File: config.mk
export PLATFORM = sky130hd
export DESIGN_NAME = bcd_scan_display
export DESIGN_NICKNAME = d
export VERILOG_FILES = /design/src/rtl/bcd_scan_display.sv
export SDC_FILE = /design/constraint.sdc
export NUM_CORES = 1
export LEC_CHECK = 0
export CORE_MARGIN = 4
export CORE_UTILIZATION = 57
export DETAILED_ROUTE_END_ITERATION = 8
export PLACE_DENSITY = 0.79
export SYNTH_ARGS = -nofsm -noshare
export SYNTH_HDL_FRONTEND = slang
export SYNTH_SLANG_ARGS = --single-unit
File: constraint.sdc
create_clock -name clk -period 2.9 [get_ports clk]
set_clock_uncertainty 0.1 [all_clocks]
set_input_delay 0.58 -clock clk [delete_from_list [all_inputs] [get_ports clk]]
set_output_delay 0.58 -clock clk [all_outputs]
set_load 0.01 [all_outputs]
File: src/rtl/bcd_scan_display.sv
// bcd_scan_display
//   Converts a binary value to BCD with a sequential shift-add-3 engine and
//   time-multiplexes the decimal digits onto one shared 7-segment bus.
//
// Ports:
//   clk         system clock, rising edge
//   rst         synchronous active-high reset
//   load        start conversion of bin (sampled only while idle)
//   bin         unsigned binary value
//   busy        conversion in progress
//   done        one-cycle pulse when a new value is committed to the display
//   overflow    last committed value >= 10**DIGITS
//   seg         segments a..g on bits 0..6, active-high
//   dig_en      one-hot digit enable, bit0 = least significant digit
//   dbg_state_o current converter FSM state (debug observation)
//
// Handshake: load is a request qualified by busy=0; while busy=1 any load
// is dropped. done marks the single cycle in which the new value becomes
// the display source.
module bcd_scan_display #(
  parameter int BINWIDTH = 8,
  parameter int DIGITS   = 3,
  parameter int SCANDIV  = 1000,
  parameter int LZBLANK  = 1
) (
  input  logic                clk,
  input  logic                rst,
  input  logic                load,
  input  logic [BINWIDTH-1:0] bin,
  output logic                busy,
  output logic                done,
  output logic                overflow,
  output logic [6:0]          seg,
  output logic [DIGITS-1:0]   dig_en,
  output logic [1:0]          dbg_state_o
);

  localparam int          BCDW  = DIGITS * 4;
  localparam int          CW    = $clog2(BINWIDTH + 1);
  localparam int          PW    = $clog2(SCANDIV);
  localparam int          IW    = (DIGITS > 1) ? $clog2(DIGITS) : 1;
  localparam logic [63:0] LIMIT = 64'(10 ** DIGITS);

  typedef enum logic [1:0] {
    S_IDLE   = 2'd0,
    S_SHIFT  = 2'd1,
    S_COMMIT = 2'd2
  } state_t;

  state_t              state_q;
  logic [BINWIDTH-1:0] sh_q;
  logic [BCDW-1:0]     bcd_q;
  logic [CW-1:0]       cnt_q;
  logic                ovf_lat_q;
  logic [BCDW-1:0]     disp_q;
  logic                busy_q;
  logic                done_q;
  logic                ovf_q;

  logic [PW-1:0]       presc_q;
  logic [IW-1:0]       idx_q;
  logic [IW-1:0]       idx_d;
  logic [6:0]          seg_q;
  logic [6:0]          seg_d;
  logic [DIGITS-1:0]   dig_q;
  logic [DIGITS-1:0]   dig_d;
  logic [BCDW-1:0]     bcd_adj;

  function automatic logic [6:0] seg_decode(input logic [3:0] n);
    logic [6:0] s;
    case (n)
      4'd0:    s = 7'b0111111;
      4'd1:    s = 7'b0000110;
      4'd2:    s = 7'b1011011;
      4'd3:    s = 7'b1001111;
      4'd4:    s = 7'b1100110;
      4'd5:    s = 7'b1101101;
      4'd6:    s = 7'b1111101;
      4'd7:    s = 7'b0000111;
      4'd8:    s = 7'b1111111;
      4'd9:    s = 7'b1100111;
      default: s = 7'b0000000;
    endcase
    return s;
  endfunction

  // Double-dabble correction: any nibble >= 5 becomes >= 8 after +3, so the
  // following shift carries it into the next decade.
  always_comb begin
    bcd_adj = bcd_q;
    for (int i = 0; i < DIGITS; i++) begin
      if (bcd_q[i*4 +: 4] >= 4'd5) bcd_adj[i*4 +: 4] = bcd_q[i*4 +: 4] + 4'd3;
    end
  end

  always_ff @(posedge clk) begin
    if (rst) begin
      state_q   <= S_IDLE;
      sh_q      <= '0;
      bcd_q     <= '0;
      cnt_q     <= '0;
      ovf_lat_q <= 1'b0;
      disp_q    <= '0;
      busy_q    <= 1'b0;
      done_q    <= 1'b0;
      ovf_q     <= 1'b0;
    end else begin
      case (state_q)
        S_IDLE: begin
          done_q <= 1'b0;
          if (load) begin
            sh_q      <= bin;
            bcd_q     <= '0;
            cnt_q     <= CW'(BINWIDTH);
            ovf_lat_q <= (64'(bin) >= LIMIT);
            busy_q    <= 1'b1;
            state_q   <= S_SHIFT;
          end
        end
        S_SHIFT: begin
          if (cnt_q == '0) begin
            // All bits consumed: publish result and pulse done in COMMIT.
            disp_q  <= bcd_q;
            ovf_q   <= ovf_lat_q;
            done_q  <= 1'b1;
            state_q <= S_COMMIT;
          end else begin
            // Bits leaving the top of the accumulator are dropped; the
            // latched range compare reports that case.
            {bcd_q, sh_q} <= {bcd_adj[BCDW-2:0], sh_q, 1'b0};
            cnt_q         <= cnt_q - 1'b1;
          end
        end
        S_COMMIT: begin
          done_q  <= 1'b0;
          busy_q  <= 1'b0;
          state_q <= S_IDLE;
        end
        default: state_q <= S_IDLE;
      endcase
    end
  end

  // Next scan slot. The very first wrap after reset shows digit 0 rather
  // than advancing, so the scan always starts at the least significant digit.
  always_comb begin
    int unsigned sel;
    logic [3:0]  nib;
    logic        blank;
    idx_d = idx_q;
    if (dig_q != '0) idx_d = (idx_q == IW'(DIGITS - 1)) ? '0 : idx_q + 1'b1;
    dig_d        = '0;
    dig_d[idx_d] = 1'b1;
    sel   = 32'(idx_d);
    nib   = disp_q[sel*4 +: 4];
    blank = (LZBLANK != 0) && (sel != 0) && ((disp_q >> (sel * 4)) == '0);
    if (ovf_q)      seg_d = 7'b1000000;
    else if (blank) seg_d = 7'b0000000;
    else            seg_d = seg_decode(nib);
  end

  // seg/dig_en only change on the prescaler wrap, so a display update
  // mid-slot never glitches the digit currently lit.
  always_ff @(posedge clk) begin
    if (rst) begin
      presc_q <= '0;
      idx_q   <= '0;
      seg_q   <= '0;
      dig_q   <= '0;
    end else if (presc_q == PW'(SCANDIV - 1)) begin
      presc_q <= '0;
      idx_q   <= idx_d;
      seg_q   <= seg_d;
      dig_q   <= dig_d;
    end else begin
      presc_q <= presc_q + 1'b1;
    end
  end

  assign busy        = busy_q;
  assign done        = done_q;
  assign overflow    = ovf_q;
  assign seg         = seg_q;
  assign dig_en      = dig_q;
  assign dbg_state_o = state_q;

endmodule

Yosys cells after proc, flatten, opt, wreduce, memory -nomap -nowiden. Memory sizes are Yosys's and may differ from the RTL's. Cells that the tools add are included.

Add/subtract/negate cells: 6. $lt $le $gt $ge: 5. Eq/ne operators: 7. Shifts and indexed selects: 2. Multiplexer cells: 24. Reductions and logical operators: 17.

Operators by type and width (number): 12-bit 2-to-1 mux (2); 12-bit case mux with 2 select lines (1); 4-bit 2-to-1 mux (4); 8-bit 2-to-1 mux (2); 8-bit case mux with 2 select lines (1); 4-bit by 3-bit >= comparator with 1-bit output (second input constant) (3); 12-bit zero test (1); 12-bit by 5-bit variable part select with 4-bit output (1); 12-bit by 4-bit right shift with 12-bit output (1); 10-bit by 1-bit adder with 10-bit output (second input constant) (1); 10-bit equality test (second input constant) (1); 4-bit by 2-bit adder with 4-bit output (second input constant) (2); 2-bit 2-to-1 mux (4); 4-bit case mux with 2 select lines (1); 2-bit AND reduction (4); 2-bit nonzero test (4); 7-bit 2-to-1 mux (1); 2-bit != test (second input constant) (3); 2-bit equality test (second input constant) (2); 4-bit zero test (1); 1-bit case mux with 2 select lines (2); 2-bit case mux with 2 select lines (1); 2-bit OR reduction (2); 4-bit by 1-bit subtractor with 4-bit output (second input constant) (1); 12 further kinds (15).

Flip-flop bits (word level): 62. ROM bits: 112. Input port bits: 11. Output and inout bits: 15. Word-level logic and storage cells: 73. Memories kept: 1.

Memory list: (name not given) (words 16, width 7, rd ports 1, clocked after Yosys merged registers in 0, wr ports 0, RTL line 71) `case (n)`.

Logic depth before layout (Yosys ltp).
Word-level depth: 7. Depth in mapped cells: 10.

Least setup slack after synthesis. OpenSTA, ideal clock, no wires.

Kind: reg-to-reg. From: reg dig_q[1] (netlist: dig_en[1]). To: reg seg_q[3] (netlist: seg[3]). Arrival: 2.283 ns. Data required time: 2.680 ns. Path slack: 0.397 ns. Stages on the path, launching flop included: 10. Path buffers: 1. Period minus slack after synthesis: 2.503 ns. Cells stage by stage: dfxtp_1 buf_4 nor4_2 mux2i_1 o221ai_1 inv_1 ha_1 and3_1 o21ai_1 o21ai_1.

Word-level cells in the longest chain between the ends: 6.

Ends and longest elaborated chain: start, declared (RTL line 65) `logic [DIGITS-1:0] dig_q;`; start signal, assigned (RTL line 174) `dig_q <= dig_d;`; 3-bit nonzero test (*) (RTL line 151) `if (dig_q != '0) idx_d = (idx_q == IW'(DIGITS - 1)) ? '0 : idx_q + 1'b1;`; 2-bit 2-to-1 mux (*) (RTL line 151); branches (longest 3 deep; another with memory read 16 x 7 bit); 7-bit 2-to-1 mux (*) (RTL line 158) `else if (blank) seg_d = 7'b0000000;`; end signal, assigned (RTL line 173) `seg_q <= seg_d;`; end, declared (RTL line 63) `logic [6:0] seg_q;`.

Every way passes the cells marked *. A chain may end at the register's enable or synchronous reset.

Worst setup path in the final report.
From: reg dig_q[0] (netlist: dig_en[0]). To: reg seg_q[2] (netlist: seg[2]).

Same word-level chain as after synthesis.

==> reports/metrics.yaml <==
run_status:
  status: "complete, no violations"
route:
  num_vias: 2541
  drc: 0
  vias_per_cell: 5.50
  wl_per_cell_um: 13.3
  drtIter0Drc: 124
  firstDrtPassIters: 5
  totalWireLength_um: 6160
  ant_nets: 0
timing:
  finalSetupViolations: 0
  worst_pin_slew_ns: 0.634
  finalSetupTns_ns: 0
  final-hold-violation-count: 0
  slew_violations: 0
  max_freq_ghz: 0.411
  whs_ns: 0.346
  rsz0062_at_grt: "false"
  fin_crit_ns: 2.43
  post-route-period-util_pct: 83.9
  relSlewSlack_pct: 57.6
power_and_ir_drop:
  p_leak_uw: 0.00141
  peakVddDrop_uv: 486
  powerDensity_mw_per_mm2: 545
placement:
  dp_hpwl_um: 4330
  routabilityCongestion: 0.891
  dp_cells: 446
  io_buffers: 24
global_route:
  grt_usage_pct: 20.3
  grt_first_pass_wirelength_um: 10500
  grt_pass1_vias: 2352
  antenna_found_initial: 0
  overflow: 0
  grt_max_degree: 43
synthesis:
  netlist_area_sq_mm: 0.00309
  ys_ff_latch: 62
  synthMostInstantiatedCell: "dfxtp_1"
  synth.distinct_cells: 52
  synth_area_leaders: "dfxtp_1 40%, nor2_1 7.4%, ha_1 5.7%, mux2i_1 5.5%, a21oi_1 4.7%"
  synth_area_per_cell_sq_um: 8.42
  ys_warn_count: 0
  syn_inst: 367
  yosysTopAreaCellShare_pct: 40.2
  async_flop_share_pct: 0
  yosysSeqAreaShare_pct: 40.2
  synth_top_area_cell: "dfxtp_1"
  synth_commonest_cells: "62 x dfxtp_1, 61 x nor2_1, 29 x a21oi_1, 28 x nand2_1, 17 x mux2i_1"
  synth_ff_type: "dfxtp_1"
  synth_fp_nets: 392
  synth_edf_count: 0
flow_run:
  cap_viol_max_count: 0
setup_path:
  cp_max_fo: 9
  start_kind: "flop"
  cp.arrival_ns: 2.54
  critPathBufInv: 1
  critPathTopFamily: "compound AO/OA/AOI/OAI gates"
  crit_type: "flop to flop"
  cp_cell_sequence: "or3_1 -> mux2i_1 -> o221ai_1 -> inv_1 -> ha_1 -> nand2_2 -> o221ai_2 -> o21ai_1"
  critPathSlowestCell: "or3_1"
  cpPeakStageDelay_ns: 0.50
  cp_data_required_time_ns: 3.01
  crit_path_end_kind: "flop"
layout:
  fillCellCount: 429
  drive_gt1_share_pct: 9.69
  syn2layout_area_growth_pct: 16.1
  antenna_cells: 0
  stdcell_count: 462
  nets: 412
cts:
  cts_tree: "built"
  postCtsSetupRepairBufs: 0
  cts_sinks: 62
  insertion_delay_ns: 0.33
  cts_resized: 0
  ctsRootBufferMaster: "clkbuf_8"
  clock_path_buffers: 2
  htreeDepth: 3
  holdBufCountCts: 0
  cts_made_buffers: 9
  path_clk_slew_ns: 0.07
min_path:
  hp-class: "flop to flop"
floorplan:
  die-area_sq_mm: 0.00666
  core-area_sq_mm: 0.00517
  die_width_um: 81.6
  rows: 26
  ios: 26
  start_util_pct: 59.7
  die_height_um: 81.6
-- report_power, final --
| part | leakage, uW | switching [uW] | internal (uW) | total (uW) |
|---|---|---|---|---|
| clock network | 0.000115 | 321 | 571 | 892 |
| logic | 0.000794 | 97.0 | 68.7 | 166 |
| registers | 0.000503 | 16.8 | 879 | 896 |
| total | 0.00141 | 435 | 1520 | 1950 |
-- metrics by stage --
step | setup WS [ns] | utilization, % | instance area [sq um] | power (uW)
after detailed placement | 0.464 | 64.9 | 3360 | 1080
after global placement | 0.560 | 64.9 | 3360 | 1080
final | 0.466 | 69.4 | 3590 | 1950
after floorplan | 0.397 | - | 3090 | 1030
after CTS | 0.438 | 69.4 | 3590 | 1970
after global routing | 0.237 | 69.4 | 3590 | 2030
-- layout make-up --
| type | instances | area [sq um] | share of cell area (%) |
|---|---|---|---|
| Clock buffer | 12 | 135 | 3.77 |
| Clock inverter | 4 | 95.1 | 2.65 |
| Inverter | 16 | 60.1 | 1.67 |
| Multi-Input combinational cell | 267 | 1680 | 46.7 |
| Sequential cell | 62 | 1240 | 34.6 |
| Tap cell | 70 | 87.6 | 2.44 |
| Timing Repair Buffer | 31 | 293 | 8.16 |
-- path summary, 6_finish.rpt --
kind | to | startpoint | cells past startpoint | slack (ns)
max | seg[2] | dig_en[0] | 8 | 0.47
min | seg[0] | seg[0] | 2 | 0.35
max reg2reg | seg[2] | dig_en[0] | 8 | 0.47
min reg2reg | seg[0] | seg[0] | 2 | 0.35
-- layout by cell type, fill, tap and decap left out, types with 5 or more instances in the layout --
master	netlist	final
buf_4	4	7
nand2_1	28	28
nor2_1	61	61
a211oi_1	8	8
o21ai_0	9	9
clkbuf_8	0	9
nand2b_1	5	5
ha_1	14	14
mux2i_1	17	17
xor2_1	6	6
dfxtp_1	62	62
o21ai_1	9	9
nand3_1	16	16
inv_1	16	16
clkdlybuf4s50_1	0	24
a21oi_1	29	29
xnor2_1	5	5
-- flip-flops by register name, indices dropped and copies added, names as in the netlist --
signal / count
sh_q: 8
dbg_state_o: 2
cnt_q: 4
seg: 7
disp_q: 12
presc_q: 10
done: 1
dig_en: 3
bcd_q: 12
idx_q: 2
busy: 1
-- worst reg2reg max path: stages, from the launching register on --
cell and delay (ns):
dfxtp_1 0.39, or3_1 0.50, mux2i_1 0.28, o221ai_1 0.24, inv_1 0.17, ha_1 0.23, nand2_2 0.06, o221ai_2 0.23
o21ai_1 0.11
-- per-layer routing --
metal	routed length, um	vias up	GRT usage, %
met5	0	-	0
met2	2940	44	33.7
li1	-	1315	-
met1	2810	1170	25.5
met3	305	12	3.40
met4	106	0	9.80
-- logic make-up (layout without fill, tap and decap cells) --
kind of cell               Yosys count  after routing  share of synthesized area (%)
and+or+nand+nor                    144            144                           22.9
AOI/OAI and AO/OA                   79             79                           16.6
DFF                                 62             62                           40.2
buffers and inverters               38             63                           5.63
muxes                               17             17                           5.51
adders and majority gates           15             15                           5.99
xor gates and xnor gates            11             11                           3.12
other                                1              1                          0.121
Note: power is estimated with default switching activity, not from simulation.
